$ cat src/rtl/frontend_arbiter.sv
// Two-requester round-robin arbiter in front of the Frontend command,
// store-data and return-data channels; one transaction in flight.
module frontend_arbiter #(
  parameter int ORAMU      = 32,
  parameter int ORAMB      = 512,
  parameter int FEDWidth   = 64,
  parameter int BECMDWidth = 2,
  parameter int DMWidth    = ORAMB / 8
) (
  input  logic                  Clock,
  input  logic                  Reset,

  output logic                  CmdInReady_0,
  input  logic                  CmdInValid_0,
  input  logic [BECMDWidth-1:0] CmdIn_0,
  input  logic [ORAMU-1:0]      ProgAddrIn_0,
  input  logic [DMWidth-1:0]    WMaskIn_0,
  output logic                  DataInReady_0,
  input  logic                  DataInValid_0,
  input  logic [FEDWidth-1:0]   DataIn_0,
  input  logic                  ReturnDataReady_0,
  output logic                  ReturnDataValid_0,
  output logic [FEDWidth-1:0]   ReturnData_0,

  output logic                  CmdInReady_1,
  input  logic                  CmdInValid_1,
  input  logic [BECMDWidth-1:0] CmdIn_1,
  input  logic [ORAMU-1:0]      ProgAddrIn_1,
  input  logic [DMWidth-1:0]    WMaskIn_1,
  output logic                  DataInReady_1,
  input  logic                  DataInValid_1,
  input  logic [FEDWidth-1:0]   DataIn_1,
  input  logic                  ReturnDataReady_1,
  output logic                  ReturnDataValid_1,
  output logic [FEDWidth-1:0]   ReturnData_1,

  input  logic                  CmdOutReady,
  output logic                  CmdOutValid,
  output logic [BECMDWidth-1:0] CmdOut,
  output logic [ORAMU-1:0]      ProgAddrOut,
  output logic [DMWidth-1:0]    WMaskOut,

  input  logic                  DataOutReady,
  output logic                  DataOutValid,
  output logic [FEDWidth-1:0]   DataOut,

  output logic                  FEReturnReady,
  input  logic                  FEReturnValid,
  input  logic [FEDWidth-1:0]   FEReturnData
);

  localparam int Beats = ORAMB / FEDWidth;
  localparam int BCW   = $clog2(Beats);

  localparam logic [BECMDWidth-1:0] BECMD_Update  = BECMDWidth'(0);
  localparam logic [BECMDWidth-1:0] BECMD_Append  = BECMDWidth'(1);
  localparam logic [BECMDWidth-1:0] BECMD_Read    = BECMDWidth'(2);
  localparam logic [BECMDWidth-1:0] BECMD_ReadRmv = BECMDWidth'(3);

  typedef enum logic [1:0] {
    StIdle,
    StCmd,
    StData,
    StRet
  } state_t;

  typedef struct packed {
    logic [BECMDWidth-1:0] cmd;
    logic [ORAMU-1:0]      addr;
    logic [DMWidth-1:0]    mask;
  } cmdReg_t;

  state_t         stateQ, stateNext;
  logic [BCW-1:0] beatQ, beatNext;
  logic           lastQ, lastNext;
  logic           ownerQ, ownerNext;
  cmdReg_t        cmdQ, cmdNext;

  logic anyVld;
  logic winner;
  logic isStore;
  logic ownVld;
  logic beatHs;

  assign anyVld = CmdInValid_0 | CmdInValid_1;
  // With both valid, the one not granted last wins.
  assign winner = (CmdInValid_0 & CmdInValid_1)
                ? ~lastQ : CmdInValid_1;

  assign isStore = (cmdQ.cmd == BECMD_Update) |
                   (cmdQ.cmd == BECMD_Append);

  assign ownVld = ownerQ ? DataInValid_1 : DataInValid_0;

  assign CmdOut      = cmdQ.cmd;
  assign ProgAddrOut = cmdQ.addr;
  assign WMaskOut    = cmdQ.mask;

  assign DataOut      = ownerQ ? DataIn_1 : DataIn_0;
  assign ReturnData_0 = FEReturnData;
  assign ReturnData_1 = FEReturnData;

  always_ff @(posedge Clock) begin
    if (Reset) begin
      stateQ <= StIdle;
      beatQ  <= '0;
      lastQ  <= 1'b1;
      ownerQ <= 1'b0;
      cmdQ   <= '0;
    end else begin
      stateQ <= stateNext;
      beatQ  <= beatNext;
      lastQ  <= lastNext;
      ownerQ <= ownerNext;
      cmdQ   <= cmdNext;
    end
  end

  always_comb begin
    stateNext = stateQ;
    beatNext  = beatQ;
    lastNext  = lastQ;
    ownerNext = ownerQ;
    cmdNext   = cmdQ;
    beatHs    = 1'b0;

    CmdInReady_0      = 1'b0;
    CmdInReady_1      = 1'b0;
    CmdOutValid       = 1'b0;
    DataOutValid      = 1'b0;
    DataInReady_0     = 1'b0;
    DataInReady_1     = 1'b0;
    FEReturnReady     = 1'b0;
    ReturnDataValid_0 = 1'b0;
    ReturnDataValid_1 = 1'b0;

    unique case (stateQ)
      StIdle: begin
        if (anyVld) begin
          if (winner) begin
            CmdInReady_1 = 1'b1;
            cmdNext = {CmdIn_1, ProgAddrIn_1, WMaskIn_1};
          end else begin
            CmdInReady_0 = 1'b1;
            cmdNext = {CmdIn_0, ProgAddrIn_0, WMaskIn_0};
          end
          ownerNext = winner;
          lastNext  = winner;
          stateNext = StCmd;
        end
      end
      StCmd: begin
        CmdOutValid = 1'b1;
        if (CmdOutReady)
          stateNext = isStore ? StData : StRet;
      end
      StData: begin
        DataOutValid  = ownVld;
        DataInReady_0 = ~ownerQ & DataOutReady;
        DataInReady_1 =  ownerQ & DataOutReady;
        beatHs        = ownVld & DataOutReady;
      end
      StRet: begin
        FEReturnReady = ownerQ ? ReturnDataReady_1
                               : ReturnDataReady_0;
        ReturnDataValid_0 = ~ownerQ & FEReturnValid;
        ReturnDataValid_1 =  ownerQ & FEReturnValid;
        beatHs = FEReturnValid & FEReturnReady;
      end
      default: stateNext = StIdle;
    endcase

    if (beatHs) begin
      if (beatQ == BCW'(Beats - 1)) begin
        beatNext  = '0;
        stateNext = StIdle;
      end else begin
        beatNext = beatQ + BCW'(1);
      end
    end
  end

  logic unusedRd;
  assign unusedRd = ^{BECMD_Read, BECMD_ReadRmv};

endmodule

$ cat config.mk
export PLATFORM = sky130hd
export DESIGN_NAME = frontend_arbiter
export DESIGN_NICKNAME = d
export VERILOG_FILES = /design/src/rtl/frontend_arbiter.sv
export SDC_FILE = /design/constraint.sdc
export NUM_CORES = 1
export LEC_CHECK = 0
export ABC_AREA = 1
export BUFFER_PORTS_ARGS = -buffer_cell sky130_fd_sc_hd__buf_2
export CAP_MARGIN = 20
export CORE_AREA = 2 2 269 271
export DETAILED_ROUTE_END_ITERATION = 7
export DIE_AREA = 0 0 271 273
export PLACE_DENSITY = 0.3
export SLEW_MARGIN = 25
export SYNTH_ARGS = -nofsm -noshare
export SYNTH_HDL_FRONTEND = slang
export SYNTH_SLANG_ARGS = --single-unit
$ cat constraint.sdc
create_clock -name Clock -period 1.87 [get_ports Clock]
set_clock_uncertainty 0.2 [all_clocks]
set_input_delay 0.561 -clock Clock [delete_from_list [all_inputs] [get_ports Clock]]
set_output_delay 0.561 -clock Clock [all_outputs]
set_load 0.1 [all_outputs]
Word-level counts from Yosys, hierarchy flattened
Cells that the tools add are included.

Bits of input ports: 399. ROM bits: 0. Latch bits: 0. Register bits: 105. Word-level logic and storage cells: 53. Output and inout bits: 299. Bits in writable memories: 0. Memories: 0.

Multipliers: 0. Divide/modulo/power cells: 0. $lt $le $gt $ge: 0. Shift operators: 0. Bitwise operators: 11. Muxes and demuxes: 26. Add/subtract/negate cells: 1. Reduce and logical (&&, ||, !) cells: 3. Equal/unequal tests: 5.

Operator list (count): 98-bit 2-to-1 mux (1); 64-bit 2-to-1 mux (1); 1-bit 2-to-1 mux (17); 2-bit 2-to-1 mux (4); 1-bit AND (7); 2-bit by 1-bit equality test with 1-bit output (second input constant) (2); 2-bit equality test (second input constant) (2); 2-bit zero test (2); 2-bit one-hot mux with 2 select lines (1); 3-bit by 1-bit adder with 3-bit output (second input constant) (1); 3-bit equality test (second input constant) (1); 3-bit 2-to-1 mux (1); 1-bit inverter (2); 1-bit OR (2); 1-bit one-hot mux with 2 select lines (1); 2-bit AND reduction (1).

Longest topological paths before layout
Gate-level depths: netlist of run 1.

Word-level depth: 7. Depth in mapped cells: 9. Gate-level depth less buffers: 8.

Worst setup path after synthesis of run 1
Ideal clock, no wire load.

Path type: register -> output. Start point: register ownerQ. End point: output port DataInReady_1. Path slack: -1631 ps. Required time: 1109 ps. Buffers on the path: 2. Cell stages (with the launch flop): 5. Arrival time: 2740 ps. Cell sequence: dfxtp_1 > buf_2 > inv_1 > buf_2 > nor3_1.

Longest elaborated chain between the ends: 2.

RTL lines: start: declaration (line 76) `logic ownerQ, ownerNext;`; start signal: assignment (line 114) `ownerQ <= ownerNext;`; 1-bit AND (line 160) `DataInReady_1 = ownerQ & DataOutReady;`; 1-bit 2-to-1 mux (line 137) `unique case (stateQ)`; end: declaration (line 30) `output logic DataInReady_1,`.

No other way between the ends.

Final worst setup path of run 1
Start point: register stateQ[0]. End point: output port CmdInReady_0.

Longest elaborated chain between the ends: 2.

RTL lines: start: declaration (line 73) `state_t stateQ, stateNext;`; start signal: assignment (line 105) `stateQ <= StIdle;`; start signal: assignment (line 111) `stateQ <= stateNext;`; 2-bit zero test (line 137); 1-bit 2-to-1 mux (line 137); end: declaration (line 13) `output logic CmdInReady_0,`.

No other way between the ends.

==> results.toml, run 1 <==
[job]
drv_cap = 0

[synthesis]
syn_area_um2 = 6743
synthCells = 1115
yosys-top-cells-area = "nand2_1 (34%), dfxtp_1 (31%), buf_4 (15%), a21oi_1 (7.8%), o211ai_1 (3.2%)"
synth_seq_cells = 105
ys.flop_type = "dfxtp_1"
synth_top_area_share_pct = 34.24
synth_area_leader_cell = "nand2_1"
synth_common_cells = "nand2_1 (615), buf_4 (139), a21oi_1 (105), dfxtp_1 (105), inv_1 (40)"
avgSynthCellArea_um2 = 6.047
postSynth.asyncResetShare_pct = 0
yosysSeqAreaShare_pct = 31.17
syn-num-nets = 1516
yosysMostFrequentCell = "nand2_1"
yosys_warnings = 0
synth_edf_count = 0
ys_types = 17

[cells_and_area]
finalCoreUtilization_pct = 19.07
drive_above_1_share_pct = 51.20
syn_to_final_growth_pct = 100.7
fillers = 8030
nNetsFinal = 1900
final_area_um2 = 13540

[timing]
max_slew.worst_pin.slew_ns = 0.3218
hold_viol_final = 0
rsz0062_at_grt = "yes"
tns_ns = -24.92
finalSetupViolations = 73
period_share_pct = 121.0
period_needed_ns = 2.262
layout_setup_ws_ns = -0.3920
drv_slew = 0
clock.fmax_mhz = 442.1
slew_headroom_pct = 78.54

[floorplanning]
dieArea_um2 = 73980
fp.dieW_um = 271
die_y_um = 273
rows = 98
start_util_pct = 9.497
coreArea_um2 = 71000
boundaryPins = 698

[power_and_ir_drop]
leakage_nw = 6.306
switching_power_mw = 5.857
sw_frac_of_total_pct = 50.11
irDropWorstVdd_uv = 466.1
comb_power_share_pct = 59.2
p_clk_share_pct = 18.0
intPower_mw = 5.831
p_seq_share_pct = 22.8
powerDensity_nw_per_um2 = 863.5

[clock_network]
clock_sinks = 105
htreeDepth = 3
cts_buffers = 9
cts_root_buf = "clkbuf_16"
clk_pin_slew_worst_paths_ns = 0.09
clockBufferDepth = 2
cts_tree = "done"
ctsHoldBuffers = 0
clock_latency_ns = 0.39

[route]
drc = 0
finalWirelength_mm = 37.42
first_pass_iters = 4
num_vias = 8199
ant_nets = 0
routed_via_density = 3.338
drtIter0Drc = 255
avgRoutedWirePerCell_um = 15.23

[global_routing]
global_route.peak_usage_layer = "met2"
grt_use_met2_pct = 15.47
grt_use_met1_pct = 10.88
grt_pass1_vias = 8249
antenna_found_initial = 5
grt_usage_pct = 9.354
grt_util_met3_pct = 4.095
grt_pass1_wl_mm = 51.92
grt_start_max_net_pins = 55
grt_overflow_total = 0

[place]
dp_hpwl_mm = 29.29
post-place-ws_ns = -0.2696
gp_congestion = 0.8800
placed_area_um2 = 12590
numPortBuffers = 505

[critical_path]
crit_arrival_ns = 1.50
cp_max_fo = 4
slowest_stage = "dfxtp_2"
critPathCaptureType = "output port"
crit_required_ns = 1.11
crit_type = "reg2out"
path_cells = "or2_4 -> nor2_8 -> inv_4 -> nor2_4 -> buf_12"
slowest_delay_ns = 0.36
start_kind = "flop"

[run_status]
failed_checks = "setup timing"
status = "finished, violations left"

[hold_path]
hp-class = "reg2reg"
stage by stage:
step	total power [mW]	std cells	hold WS, ns
2_1_floorplan	8.308	1115	0.2592
3_3_place_gp	9.352	2428	0.2496
3_5_place_dp	9.347	2428	0.2528
4_1_cts	11.74	2447	0.2358
5_1_grt	12.31	2455	0.2807
6_report	11.69	2456	0.2656
area by class of cell:
cell class              count  area [um^2]  share of cell area (%)
diodes                      2        5.005                 0.03698
clock buffers               9        225.2                   1.664
clock inverters             7        77.57                  0.5731
inverters                  42        167.7                   1.239
multi-input cells         772         4478                   33.08
flip-flops and latches    105         2111                   15.59
well taps                 950         1189                   8.782
repair buffers            569         5283                   39.03
path summary, 6_finish.rpt:
path,start,end,slack (ns),depth (start not counted)
worst min register to register,ProgAddrOut[23]$_SDFFE_PP0P_,ProgAddrOut[23]$_SDFFE_PP0P_,0.27,2
worst max-delay path,stateQ[0]$_SDFF_PP0_,CmdInReady_0,-0.39,5
worst max register to register,stateQ[0]$_SDFF_PP0_,WMaskOut[46]$_SDFFE_PP0P_,0.08,7
worst min-delay path,ProgAddrOut[23]$_SDFFE_PP0P_,ProgAddrOut[23]$_SDFFE_PP0P_,0.27,2
routing by layer:
layer | up-vias | routed length [um]
met5 | - | 44
li1 | 4072 | -
met3 | 37 | 3701
met4 | 6 | 643
met2 | 461 | 17920
met1 | 3623 | 15100
power by group through the flow:
stage	sequential (mW)	clock (mW)	combinational [mW]
after floorplan	4.23	0	4.08
final	2.67	2.11	6.91
after global placement	2.70	0	6.65
after CTS	2.67	2.29	6.78
after detailed placement	2.71	0	6.64
after global routing	2.71	2.34	7.26
kinds of logic (layout without fill, tap and decap cells):
logic type | Yosys count | after routing | synth area share (%)
compound gates | 134 | 134 | 11.02
fa+ha+maj | 2 | 2 | 0.3711
buf+inv | 238 | 627 | 21.53
flops | 105 | 105 | 31.17
other cells | 0 | 2 | 0
simple gates | 636 | 636 | 35.91
state kept, by name, indices dropped and copies added, names as in the netlist:
signal,count
lastQ,1
stateQ,2
beatQ,3
CmdOut,2
ProgAddrOut,32
ownerQ,1
WMaskOut,64
worst max-delay path, delay by kind of cell, from the launching register on:
family	cells	cell delay [ns]
buf+inv	2	0.24
flops	1	0.36
simple gates	3	0.50
cells in the final DEF, fill, tap and decap left out, types with 2 or more instances in the layout:
cell type,Yosys,final
o211ai_1,29,29
buf_4,139,89
buf_16,0,3
clkinvlp_4,0,3
inv_2,2,3
clkbuf_16,0,17
nand2_8,0,46
inv_1,40,37
nor2_2,0,2
a21oi_4,0,2
nor3_4,0,4
dfxtp_2,0,4
nand3_1,5,5
nand2_4,0,32
nand2_2,0,85
nand2_1,615,452
nor2_1,9,5
buf_2,23,333
buf_6,1,6
a21oi_1,105,103
nor2_4,0,2
diode_2,0,2
ha_1,2,2
dfxtp_1,105,100
buf_12,0,129
inv_8,0,2
timing repair:
| item | 4_1_cts | 5_1_grt |
|---|---|---|
| gates cloned | 0 | 8 |
| setup buffers | 3 | 0 |
| endpoints found under the setup margin | 152 | 110 |
| gates resized for setup | 100 | 43 |
| pin swaps | 4 | 2 |
Power figures use the tool's default switching activity.
==> inputs of run 2 (changes only) <==
==> constraint.sdc (replaced) <==
create_clock -name Clock -period 1.87 [get_ports Clock]
set_clock_uncertainty 0.2 [all_clocks]
set_input_delay 0.0935 -clock Clock [delete_from_list [all_inputs] [get_ports Clock]]
set_output_delay 0.0935 -clock Clock [all_outputs]
set_load 0.1 [all_outputs]
==> run 2 against run 1 <==
  * The run now ends clean
  * First-iteration DRC count is 55% higher
  * Fmax is 22% higher
  * Global-route usage up 1.4 points
  * Sequential cell count stayed put
  * Largest cell class unchanged
==> results.toml, run 2 (same netlist as run 1, synthesis figures left out) <==
[run_status]
status = "finished clean"

[critical_path]
critPathCaptureType = "output port"
reg2reg_slack_ns = 0.05
crit_arrival_ns = 1.56
slowest_delay_ns = 0.43
crit_type = "reg2out"
start_kind = "flop"
regToRegEndpoint = "WMaskOut[25]$_SDFFE_PP0P_"
cp_max_fo = 3
path_cells = "nand2_4 -> nand2_8 -> clkinv_8 -> buf_16 -> nor2_4 -> buf_12"
crit_required_ns = 1.58
slowest_stage = "dfxtp_4"
cp-endpoint = "CmdInReady_0"
critPathLaunch = "lastQ$_SDFFE_PP1P_"
rr_worst_depth = 9
r2r-start = "lastQ$_SDFFE_PP1P_"

[power_and_ir_drop]
powerDensity_nw_per_um2 = 828.1
irDropWorstVdd_uv = 423.0
leakage_nw = 7.499
finalPower_mw = 12.75

[timing]
drv_slew = 0
period_share_pct = 99.12
hold_viol_final = 0
max_slew.worst_pin.slew_ns = 1.086
clock.fmax_mhz = 539.5
period_needed_ns = 1.853
slew_headroom_pct = 27.38
finalSetupViolations = 0
rsz0062_at_grt = "yes"
tns_ns = 0

[job]
drv_cap = 0

[global_routing]
grt_overflow_total = 0
grt_start_max_net_pins = 66
antenna_found_initial = 6
grt_pass1_wl_mm = 59.18
grt_pass1_vias = 9390
grt_usage_pct = 10.72

[clock_network]
cts_root_buf = "clkbuf_16"
htreeDepth = 3
cts_tree = "done"
clock_sinks = 105
clock_latency_ns = 0.39
clk_pin_slew_worst_paths_ns = 0.08
clockBufferDepth = 2
cts_buffers = 9

[route]
drtIter0Drc = 396
avgRoutedWirePerCell_um = 16.21
num_vias = 9385
ant_nets = 0
routed_via_density = 3.450
drc = 0
finalWirelength_mm = 44.10
first_pass_iters = 5

[cells_and_area]
drive_above_1_share_pct = 42.40
stdcell_count = 2720
final_area_um2 = 15390
nNetsFinal = 2165
largest_register_ffs = 64
multi_input_area_um2 = 3680
final_cell_mix = "nand2_1 (530), buf_2 (431), dlygate4sd3_1 (204), buf_12 (140), a21oi_1 (103)"
regArea_um2 = 2112
fillers = 7887
syn_to_final_growth_pct = 128.3
layout.cells.most_common = "nand2_1"

[floorplanning]
boundaryPins = 698
die_y_um = 273
dieArea_um2 = 73980
rows = 98
coreArea_um2 = 71000
start_util_pct = 9.497
fp.dieW_um = 271

[place]
placed_area_um2 = 10940
dp_cells = 2401
gp_congestion = 0.9172
dp_hpwl_mm = 29.47
numPortBuffers = 505

[hold_path]
hp-class = "in2out"
run 2: cell count changes in the layout (fill, tap and decap cells not counted), sizes merged:
cell,before,now
dlygate4sd3,0,204
diode,2,1
clkinvlp,3,0
inv,44,48
clkbuf,17,19
buf,561,616
bufinv,1,0
bufbuf,0,3
clkinv,1,2
run 2: per-layer routing:
metal | part of all wire, % | up-vias | GRT usage, %
li1 | - | 4616 | -
met1 | 37 | 4258 | 11.32
met2 | 53 | 450 | 20.28
met3 | 7.8 | 57 | 3.102
met5 | 0.052 | - | 0
met4 | 2.2 | 4 | 3.446
run 2: layout make-up:
cell class / instances / area share (%)
repair buffers: 833 / 51.38
multi-input cells: 772 / 23.91
flip-flops and latches: 105 / 13.72
well taps: 950 / 7.722
clock buffers: 9 / 1.463
inverters: 42 / 1.236
clock inverters: 7 / 0.4959
repair inverters: 1 / 0.05690
diodes: 1 / 0.01626
run 2: worst max-delay path: cells and delay by family (launching register included):
family	cells	cell delay [ns]
buffers and inverters	3	0.39
DFF	1	0.43
and+or+nand+nor	3	0.32
run 2: worst min-delay path by stage:
stage / start / to / depth (start not counted)
after global routing: FEReturnData[37] / ReturnData_1[37] / 0
after detailed placement: FEReturnData[4] / ReturnData_1[4] / 0
after CTS: FEReturnData[27] / ReturnData_1[27] / 0
after floorplan: CmdOutReady / stateQ[1]$_SDFF_PP0_ / 2
after global placement: FEReturnData[4] / ReturnData_1[4] / 0
final: FEReturnData[37] / ReturnData_1[37] / 0
run 2: per-stage QoR:
stage / hold slack, ns / setup WS [ns] / utilization, %
final: 0.003174 / 0.01654 / 21.68
after floorplan: 0.05345 / -0.3303 / -
after global routing: -0.0001243 / -0.04994 / 21.68
after CTS: 0.0001261 / -0.04411 / 20.97
after detailed placement: -0.01200 / -0.2211 / 15.40
after global placement: -0.01200 / -0.1836 / 15.40
run 2: repair_timing:
item,in CTS,in global routing
hold buffers,258,4
cloned,8,11
setup endpoints to repair,150,78
gates resized for setup,45,47
pin swaps,8,29
setup buffers,16,6
hold endpoints to repair,214,7
run 2: report_power, final:
part	switching (mW)	total, mW	internal [mW]
sequential	0.133	2.60	2.47
clock	1.12	2.08	0.962
combinational	5.64	8.06	2.42
